### src/rtl/adct_chan_timer.sv
// One ADCT channel: sample-rate prescaler, pulse-event prescaler and a delay/width pulse shaper.
// All outputs are registered; the pulse path is forced idle whenever either enable is low.
module adct_chan_timer #(
  parameter int SRATE_PSC_W = 8,
  parameter int PULS_PSC_W  = 23,
  parameter int DLY_W       = 9,
  parameter int PWIDTH_W    = 16
) (
  input  logic                   i_clk,
  input  logic                   i_rst_n,
  input  logic                   i_srate_en,
  input  logic                   i_puls_en,
  input  logic [SRATE_PSC_W-1:0] i_srate_psc_div,
  input  logic [PULS_PSC_W-1:0]  i_puls_psc_div,
  input  logic [DLY_W-1:0]       i_puls_dly,
  input  logic [PWIDTH_W-1:0]    i_puls_pwidth,
  input  logic                   i_ovr_clr,
  output logic                   o_srate_stb,
  output logic                   o_puls_stb,
  output logic                   o_puls,
  output logic                   o_puls_busy,
  output logic                   o_puls_ovr
);

  typedef enum logic [1:0] {IDLE, DELAY, ACTIVE} state_t;

  state_t                 state;
  logic                   started;
  logic [SRATE_PSC_W-1:0] srate_cnt;
  logic [SRATE_PSC_W-1:0] srate_cur;
  logic [PULS_PSC_W-1:0]  puls_cnt;
  logic [PULS_PSC_W-1:0]  puls_cur;
  logic [DLY_W-1:0]       dly_cnt;
  logic [PWIDTH_W-1:0]    width_cnt;
  logic                   srate_tick;
  logic                   puls_on;
  logic                   puls_tick;

  // The first edge out of reset sees the divisors directly, exactly like a fresh enable.
  always_comb begin
    srate_cur  = started ? srate_cnt : i_srate_psc_div;
    puls_cur   = started ? puls_cnt : i_puls_psc_div;
    srate_tick = i_srate_en && (srate_cur == '0);
    puls_on    = i_srate_en && i_puls_en;
    puls_tick  = puls_on && srate_tick && (puls_cur == '0);
  end

  always_ff @(posedge i_clk or negedge i_rst_n) begin
    if (!i_rst_n) begin
      started     <= 1'b0;
      srate_cnt   <= '0;
      puls_cnt    <= '0;
      o_srate_stb <= 1'b0;
      o_puls_stb  <= 1'b0;
    end else begin
      started     <= 1'b1;
      o_srate_stb <= srate_tick;
      o_puls_stb  <= puls_tick;
      if (!i_srate_en || srate_tick)
        srate_cnt <= i_srate_psc_div;
      else
        srate_cnt <= srate_cur - SRATE_PSC_W'(1);
      if (!puls_on || puls_tick)
        puls_cnt <= i_puls_psc_div;
      else if (srate_tick)
        puls_cnt <= puls_cur - PULS_PSC_W'(1);
      else
        puls_cnt <= puls_cur;
    end
  end

  // Pulse shaper: the registered o_puls_stb is the event, so o_puls rises dly+1 cycles after it.
  always_ff @(posedge i_clk or negedge i_rst_n) begin
    if (!i_rst_n) begin
      state       <= IDLE;
      dly_cnt     <= '0;
      width_cnt   <= '0;
      o_puls      <= 1'b0;
      o_puls_busy <= 1'b0;
      o_puls_ovr  <= 1'b0;
    end else begin
      if (o_puls_stb && state != IDLE)
        o_puls_ovr <= 1'b1;
      else if (i_ovr_clr)
        o_puls_ovr <= 1'b0;

      if (!puls_on) begin
        state       <= IDLE;
        o_puls      <= 1'b0;
        o_puls_busy <= 1'b0;
      end else begin
        case (state)
          IDLE: begin
            if (o_puls_stb && i_puls_pwidth != '0) begin
              width_cnt   <= i_puls_pwidth - PWIDTH_W'(1);
              o_puls_busy <= 1'b1;
              if (i_puls_dly == '0) begin
                state  <= ACTIVE;
                o_puls <= 1'b1;
              end else begin
                state   <= DELAY;
                dly_cnt <= i_puls_dly - DLY_W'(1);
              end
            end
          end
          DELAY: begin
            if (dly_cnt == '0) begin
              state  <= ACTIVE;
              o_puls <= 1'b1;
            end else begin
              dly_cnt <= dly_cnt - DLY_W'(1);
            end
          end
          ACTIVE: begin
            if (width_cnt == '0) begin
              state       <= IDLE;
              o_puls      <= 1'b0;
              o_puls_busy <= 1'b0;
            end else begin
              width_cnt <= width_cnt - PWIDTH_W'(1);
            end
          end
          default: begin
            state       <= IDLE;
            o_puls      <= 1'b0;
            o_puls_busy <= 1'b0;
          end
        endcase
      end
    end
  end

endmodule
### config.mk
export PLATFORM = sky130hd
export DESIGN_NAME = adct_chan_timer
export DESIGN_NICKNAME = d
export VERILOG_FILES = /design/src/rtl/adct_chan_timer.sv
export SDC_FILE = /design/constraint.sdc
export NUM_CORES = 1
export LEC_CHECK = 0
export CORE_MARGIN = 10
export CORE_UTILIZATION = 52
export DETAILED_ROUTE_END_ITERATION = 6
export HOLD_SLACK_MARGIN = 0.08
export PLACE_DENSITY_LB_ADDON = 0.1
export SYNTH_ARGS = -nofsm -noshare
export SYNTH_HDL_FRONTEND = slang
export SYNTH_SLANG_ARGS = --single-unit
### constraint.sdc
create_clock -name i_clk -period 4.1 [get_ports i_clk]
set_clock_uncertainty 0.1 [all_clocks]
set_input_delay 0.41 -clock i_clk [delete_from_list [all_inputs] [get_ports i_clk]]
set_output_delay 0.41 -clock i_clk [all_outputs]
set_load 0.05 [all_outputs]
### Yosys cells after proc, flatten, opt, wreduce, memory -nomap -nowiden

Cells that the tools add are included.

| cells by class | value |
|---|---|
| reduce and logical (&&, ||, !) cells | 26 |
| eq/ne operators | 11 |
| add/subtract/negate cells | 6 |
| mux-type cells | 29 |

Operator list:

| kind | count |
|---|---|
| $mux 23 | 3 |
| $mux 16 | 2 |
| $pmux 16 s2 | 1 |
| $sub 16x1->16 const B | 2 |
| $mux 9 | 3 |
| $logic_not 23->1 | 1 |
| $sub 23x1->23 const B | 1 |
| $logic_not 9->1 | 2 |
| $pmux 9 s2 | 1 |
| $sub 9x1->9 const B | 2 |
| $logic_not 16->1 | 1 |
| $mux 8 | 2 |
| $reduce_bool 16->1 | 1 |
| $ne 3x3->1 const B | 4 |
| $mux 2 | 5 |
| $ne 2x2->1 const B | 5 |
| $mux 1 | 9 |
| $logic_not 8->1 | 1 |
| $reduce_and 4->1 | 2 |
| $reduce_bool 2->1 | 4 |
| $sub 8x1->8 const B | 1 |
| $logic_and 1x1->1 | 6 |
| $pmux 1 s3 | 2 |
| $pmux 2 s3 | 1 |
| other kinds (7) | 10 |

| storage, ports and cells | value |
|---|---|
| word-level logic and storage cells | 83 |
| output and inout bits | 5 |
| input bits | 61 |
| flip-flop bits (word level) | 64 |

### Longest topological paths before layout

| depth | value |
|---|---|
| depth in word-level cells | 7 |
| gate-level depth with buffers | 18 |
| depth with buffers taken out | 10 |

### Worst setup path before layout

Ideal clock, no wire load.

| timing | value |
|---|---|
| kind | register -> register |
| start point | register started |
| end point | register puls_cnt[13] |
| arrival | 3767 ps |
| setup slack | 167 ps |
| required time | 3934 ps |
| clock period less this slack | 3933 ps |
| stages on the path, launching flop included | 18 |
| library setup time | 66 ps |
| cells stage by stage | dfrtp_1 buf_6 buf_6 buf_6 buf_2 buf_2 buf_2 buf_2 buf_2 mux2i_1 ha_1 nor4b_2 nor2_1 or4_1 buf_2 or4_1 o211ai_1 a22o_1 |

| between the ends | value |
|---|---|
| longest elaborated chain between the ends | 7 |
| elaborated cells on any way between the ends | 11 |
| those cells by class | add/sub (1); mux (4); reduce/logical (6) |

RTL lines:

| element | line | text |
|---|---|---|
| start: declaration | 28 | `logic started;` |
| start signal: assignment | 50 | `started <= 1'b0;` |
| start signal: assignment | 56 | `started <= 1'b1;` |
| branches (longest 6 deep; another with $sub 23x1->23) | -- |  |
| $mux 23 * | 63 | `if (!puls_on \|\| puls_tick)` |
| end signal: assignment | 64 | `puls_cnt <= i_puls_psc_div;` |
| end signal: assignment | 66 | `puls_cnt <= puls_cur - PULS_PSC_W'(1);` |
| end signal: assignment | 68 | `puls_cnt <= puls_cur;` |
| end: declaration | 31 | `logic [PULS_PSC_W-1:0] puls_cnt;` |

Every way passes the cells marked *.
A chain may end at the register's enable or synchronous reset.

### Final worst setup path

| timing | value |
|---|---|
| start point | register started |
| end point | register puls_cnt[9] |

Same word-level chain as after synthesis.

==> tab_implementation.tex <==
\begin{tabular}{lr}
\hline
Metric & Value \\
\hline
\multicolumn{2}{l}{\textbf{Status}} \\
Result of the run & finished clean \\
\multicolumn{2}{l}{\textbf{Cells and area}} \\
Layout cell share with drive strength beyond 1 & 8.90\% \\
Cell Count, Final, Fillers Out & 889 \\
ANT cells & 0 \\
Area added between synthesis and finish & 18.2\% \\
\# nets final & 814 \\
\multicolumn{2}{l}{\textbf{Worst hold path}} \\
Origin of the worst min-delay path & width\_cnt[0] \\
Hold crit path type & reg -> reg \\
Worst Hold Path Cells & 2 \\
Worst Hold End & width\_cnt[0] \\
\multicolumn{2}{l}{\textbf{Drt}} \\
Number of vias per cell & 6.52 \\
Detail Route Antenna Nets & 0 \\
Number of design rule violations left after detail routing & 0 \\
Final wirelength & 16000 um \\
Average detailed-routed wire length per instance & 18.0 um \\
Number of vias in the routed layout & 5794 \\
Iter 0 DRT Violations & 705 \\
Number of iterations in the first detailed-routing pass & 7 \\
\multicolumn{2}{l}{\textbf{Timing}} \\
Actual slew at the worst max-slew pin & 0.876 ns \\
Worst slew slack as a fraction of its limit & 41.6\% \\
Period Utilization, post-route & 81.4\% \\
Setup repair after global routing missed its margin & no \\
Aggregate negative setup slack & 0 ns \\
Final worst path period need & 3.34 ns \\
Total of endpoints with negative setup slack in the final report & 0 \\
Pins Over Slew Limit & 0 \\
Final Hold Slack & 0.422 ns \\
Final hold violations & 0 \\
Achievable Freq & 0.300 GHz \\
\multicolumn{2}{l}{\textbf{Worst setup path}} \\
Cells along the critical path & buf\_12, nor3b\_1, o22ai\_1, buf\_4, nor4\_4, buf\_4, a21o\_1, buf\_4, a21oi\_1, nor2\_1 \\
Number of buffers and inverters on the critical path & 4 \\
Reg-to-reg slack, setup & 0.76 ns \\
Dominant cell type by count on the critical path & buf\_4 \\
Number of cell instances on the worst register-to-register path & 10 \\
Cell class contributing the biggest share of worst-path delay & buffers and inverters \\
Delay of the slowest critical-path stage & 0.52 ns \\
Biggest fanout along the worst timing path & 108 \\
Required time of the critical path & 4.31 ns \\
Arrival time at the worst endpoint & 3.54 ns \\
Kind of critical path & reg -> reg \\
Nature of the critical path endpoint & flop \\
Slowest cell on the critical path & dfrtp\_4 \\
Worst Setup Start Kind & flop \\
Endpoint of the worst-slack reg-to-reg timing path & puls\_cnt[9] \\
Worst flop-to-flop path startpoint & started \\
\multicolumn{2}{l}{\textbf{Floorplanning}} \\
Total I/O pin count & 66 \\
Horiz. Die Dim & 122 um \\
Core area & 10300 um\^{}2 \\
Area of the die & 15000 um\^{}2 \\
Effective utilization at floorplan & 53.1\% \\
Y dimension of the die & 122 um \\
Row count & 37 \\
\multicolumn{2}{l}{\textbf{Global route}} \\
Global-route met2 utilization & 33.3\% \\
Met1 Use GR & 29.0\% \\
Global routing usage summed across all routing layers & 21.5\% \\
Largest net degree at the start of global routing & 109 \\
Global-route congestion overflow total & 0 \\
Routing layer with the top usage in global route & met2 \\
Global-route met3 utilization & 5.65\% \\
Initial antenna violation count & 0 \\
Global-route wire length before repair & 26700 um \\
Via count of the first global-routing pass & 5316 \\
\multicolumn{2}{l}{\textbf{Synth}} \\
Cells taking the most area after synthesis & dfrtp\_1 29\%, o21ai\_0 6.1\%, nor2\_1 5.6\%, mux2i\_1 4.2\%, nand2\_1 4.2\% \\
Average cell area after synthesis & 7.86 um\^{}2 \\
Gate count after technology mapping & 694 \\
Most used flip-flop cell after synthesis & dfrtp\_1 \\
Share of synthesized flip-flops with an asynchronous set or reset & 100\% \\
Net Count, Synth & 760 \\
Cell type contributing the most total cell area after synthesis & dfrtp\_1 \\
Cell area after synthesis & 5460 um\^{}2 \\
Fraction of the yosys area taken by sequential cells & 29.4\% \\
Post-synthesis cell type count & 76 \\
Portion of synthesized cell area occupied by the leading cell type & 29.4\% \\
Yosys warning total & 0 \\
Number of flops mapped to enable cells by yosys & 0 \\
Count of state elements after synthesis & 64 \\
\multicolumn{2}{l}{\textbf{CTS}} \\
Clk sinks & 64 \\
Post-cts hold buffer count & 1 \\
Worst skew pair latency & 0.37 ns \\
H-tree levels & 3 \\
Number of buffers added for setup after CTS & 0 \\
Cts repair resizes & 0 \\
Number of buffers inserted during clock tree synthesis & 9 \\
Maximum root-to-sink buffer count & 2 \\
CTS tree & yes \\
Clock slew seen by the registers of the worst setup and hold paths & 0.08 ns \\
Clk root buf & clkbuf\_8 \\
\multicolumn{2}{l}{\textbf{Power and ir drop}} \\
Worst-case vdd ir drop & 0.000203 V \\
Power density over cell area & 261 nW/um\^{}2 \\
Leakage component of the power & 2.47 nW \\
\multicolumn{2}{l}{\textbf{Placement}} \\
Total instance count after detailed placement & 872 \\
HPWL after detailed placement & 11600 um \\
GP Congestion & 0.895 \\
Port bufs & 65 \\
\multicolumn{2}{l}{\textbf{Job}} \\
Number of max-cap violations & 0 \\
\hline
\end{tabular}
cells in the mapped netlist, types with 4 or more instances:
cell      instances
nor4b_1           7
nor4_1           17
o21bai_1          4
a211o_1           5
buf_2            12
ha_1              5
dfrtp_1          64
mux2i_1          23
clkbuf_1         21
a211oi_1          5
nand2b_1          7
o211a_1           4
or3_1             8
nand3_1          13
nor3b_1          15
or4_1             6
nor3_1           45
a221oi_1          4
xor2_1           10
a22o_1            5
o22a_1            6
inv_1            16
a21o_1            5
o21a_1            6
mux2_2            4
and3_1            4
o31ai_1           4
a31oi_1           9
o311ai_0          4
nand2_1          61
or2_2             4
a22oi_1           4
nor4b_2           4
xnor2_1           7
a21oi_1          43
nor2_1           82
o22ai_1          10
o211ai_1          8
o221ai_1          4
o21ai_0          67
worst reg2reg max path, cell delays in order, from the launching register on:
cell     delay (ns)
dfrtp_4        0.52
buf_12         0.38
nor3b_1        0.43
o22ai_1        0.16
buf_4          0.21
nor4_4         0.35
buf_4          0.22
a21o_1         0.49
buf_4          0.27
a21oi_1        0.05
nor2_1         0.10
registers in the layout (all words and copies together) (netlist names):
register	flops
o_puls_ovr	1
o_srate_stb	1
dly_cnt	9
o_puls_busy	1
started	1
state	2
srate_cnt	8
o_puls	1
width_cnt	16
puls_cnt	23
o_puls_stb	1
kinds of logic (layout without fill, tap and decap cells):
logic type	after synthesis	count (layout)	synth area share [%]
simple gates	301	301	29.9
compound gates	222	222	27.0
flops	64	64	29.4
buf+inv	57	116	4.75
mux	27	27	5.05
xor+xnor	17	17	2.73
fa+ha+maj	5	5	1.15
other cells	1	1	0.0687
layout make-up:
cell class / count / area (um^2)
Tap cell: 136 / 170
Fill cell: 929 / 3830
Timing Repair Buffer: 83 / 796
Multi-Input combinational cell: 573 / 3590
Clock inverter: 7 / 96.3
Inverter: 17 / 63.8
Clock buffer: 9 / 124
Sequential cell: 64 / 1610
cells in the final DEF, fill, tap and decap left out, types with 5 or more instances in the layout:
| master | instances |
|---|---|
| inv_1 | 16 |
| nand2b_1 | 7 |
| nor2_1 | 82 |
| xor2_1 | 10 |
| a211oi_1 | 5 |
| o22a_1 | 6 |
| or3_1 | 8 |
| clkbuf_8 | 9 |
| nand3_1 | 13 |
| a21o_1 | 5 |
| clkdlybuf4s50_1 | 64 |
| a22o_1 | 5 |
| or4_1 | 6 |
| a211o_1 | 5 |
| dfrtp_1 | 63 |
| buf_4 | 16 |
| ha_1 | 5 |
| xnor2_1 | 7 |
| nor3_1 | 45 |
| nor3b_1 | 15 |
| o21a_1 | 6 |
| nand2_1 | 61 |
| o21ai_0 | 67 |
| a21oi_1 | 43 |
| mux2i_1 | 23 |
| o211ai_1 | 8 |
| nor4b_1 | 7 |
| a31oi_1 | 9 |
| o22ai_1 | 10 |
| nor4_1 | 17 |
report_power, final:
part           internal [mW]  leakage (nW)  switching (mW)
clock network          0.342         0.101           0.285
logic                  0.155          1.57           0.183
registers              0.670         0.805          0.0477
metal layers:
layer  vias up  wire length [um]
li1       2729                 -
met1      2778              7020
met2       257              7440
met3        30              1270
met4         0               280
met5         -                 0
metrics by stage:
| step | setup WS (ns) | total power [mW] | utilization, % | cell area, um^2 |
|---|---|---|---|---|
| detailed placement | 0.575 | 1.06 | 60.5 | 6220 |
| global placement | 0.681 | 1.05 | 60.5 | 6220 |
| floorplan | 0.167 | 0.912 | - | 5460 |
| CTS | 0.820 | 1.69 | 62.8 | 6450 |
| global route | 0.488 | 1.76 | 62.8 | 6450 |
| finish | 0.764 | 1.68 | 62.8 | 6450 |
how the worst max path moves through the flow:
stage	start	to	slack, ns	depth (start not counted)
final	started	puls_cnt[9]	0.76	10
after global routing	started	puls_cnt[0]	0.49	10
after CTS	started	o_puls_stb	0.82	8
after detailed placement	i_srate_psc_div[0]	puls_cnt[10]	0.57	11
after global placement	i_srate_psc_div[0]	puls_cnt[9]	0.68	12
after floorplan	started	puls_cnt[13]	0.17	17
No activity file was read; power rests on OpenSTA's default activity.
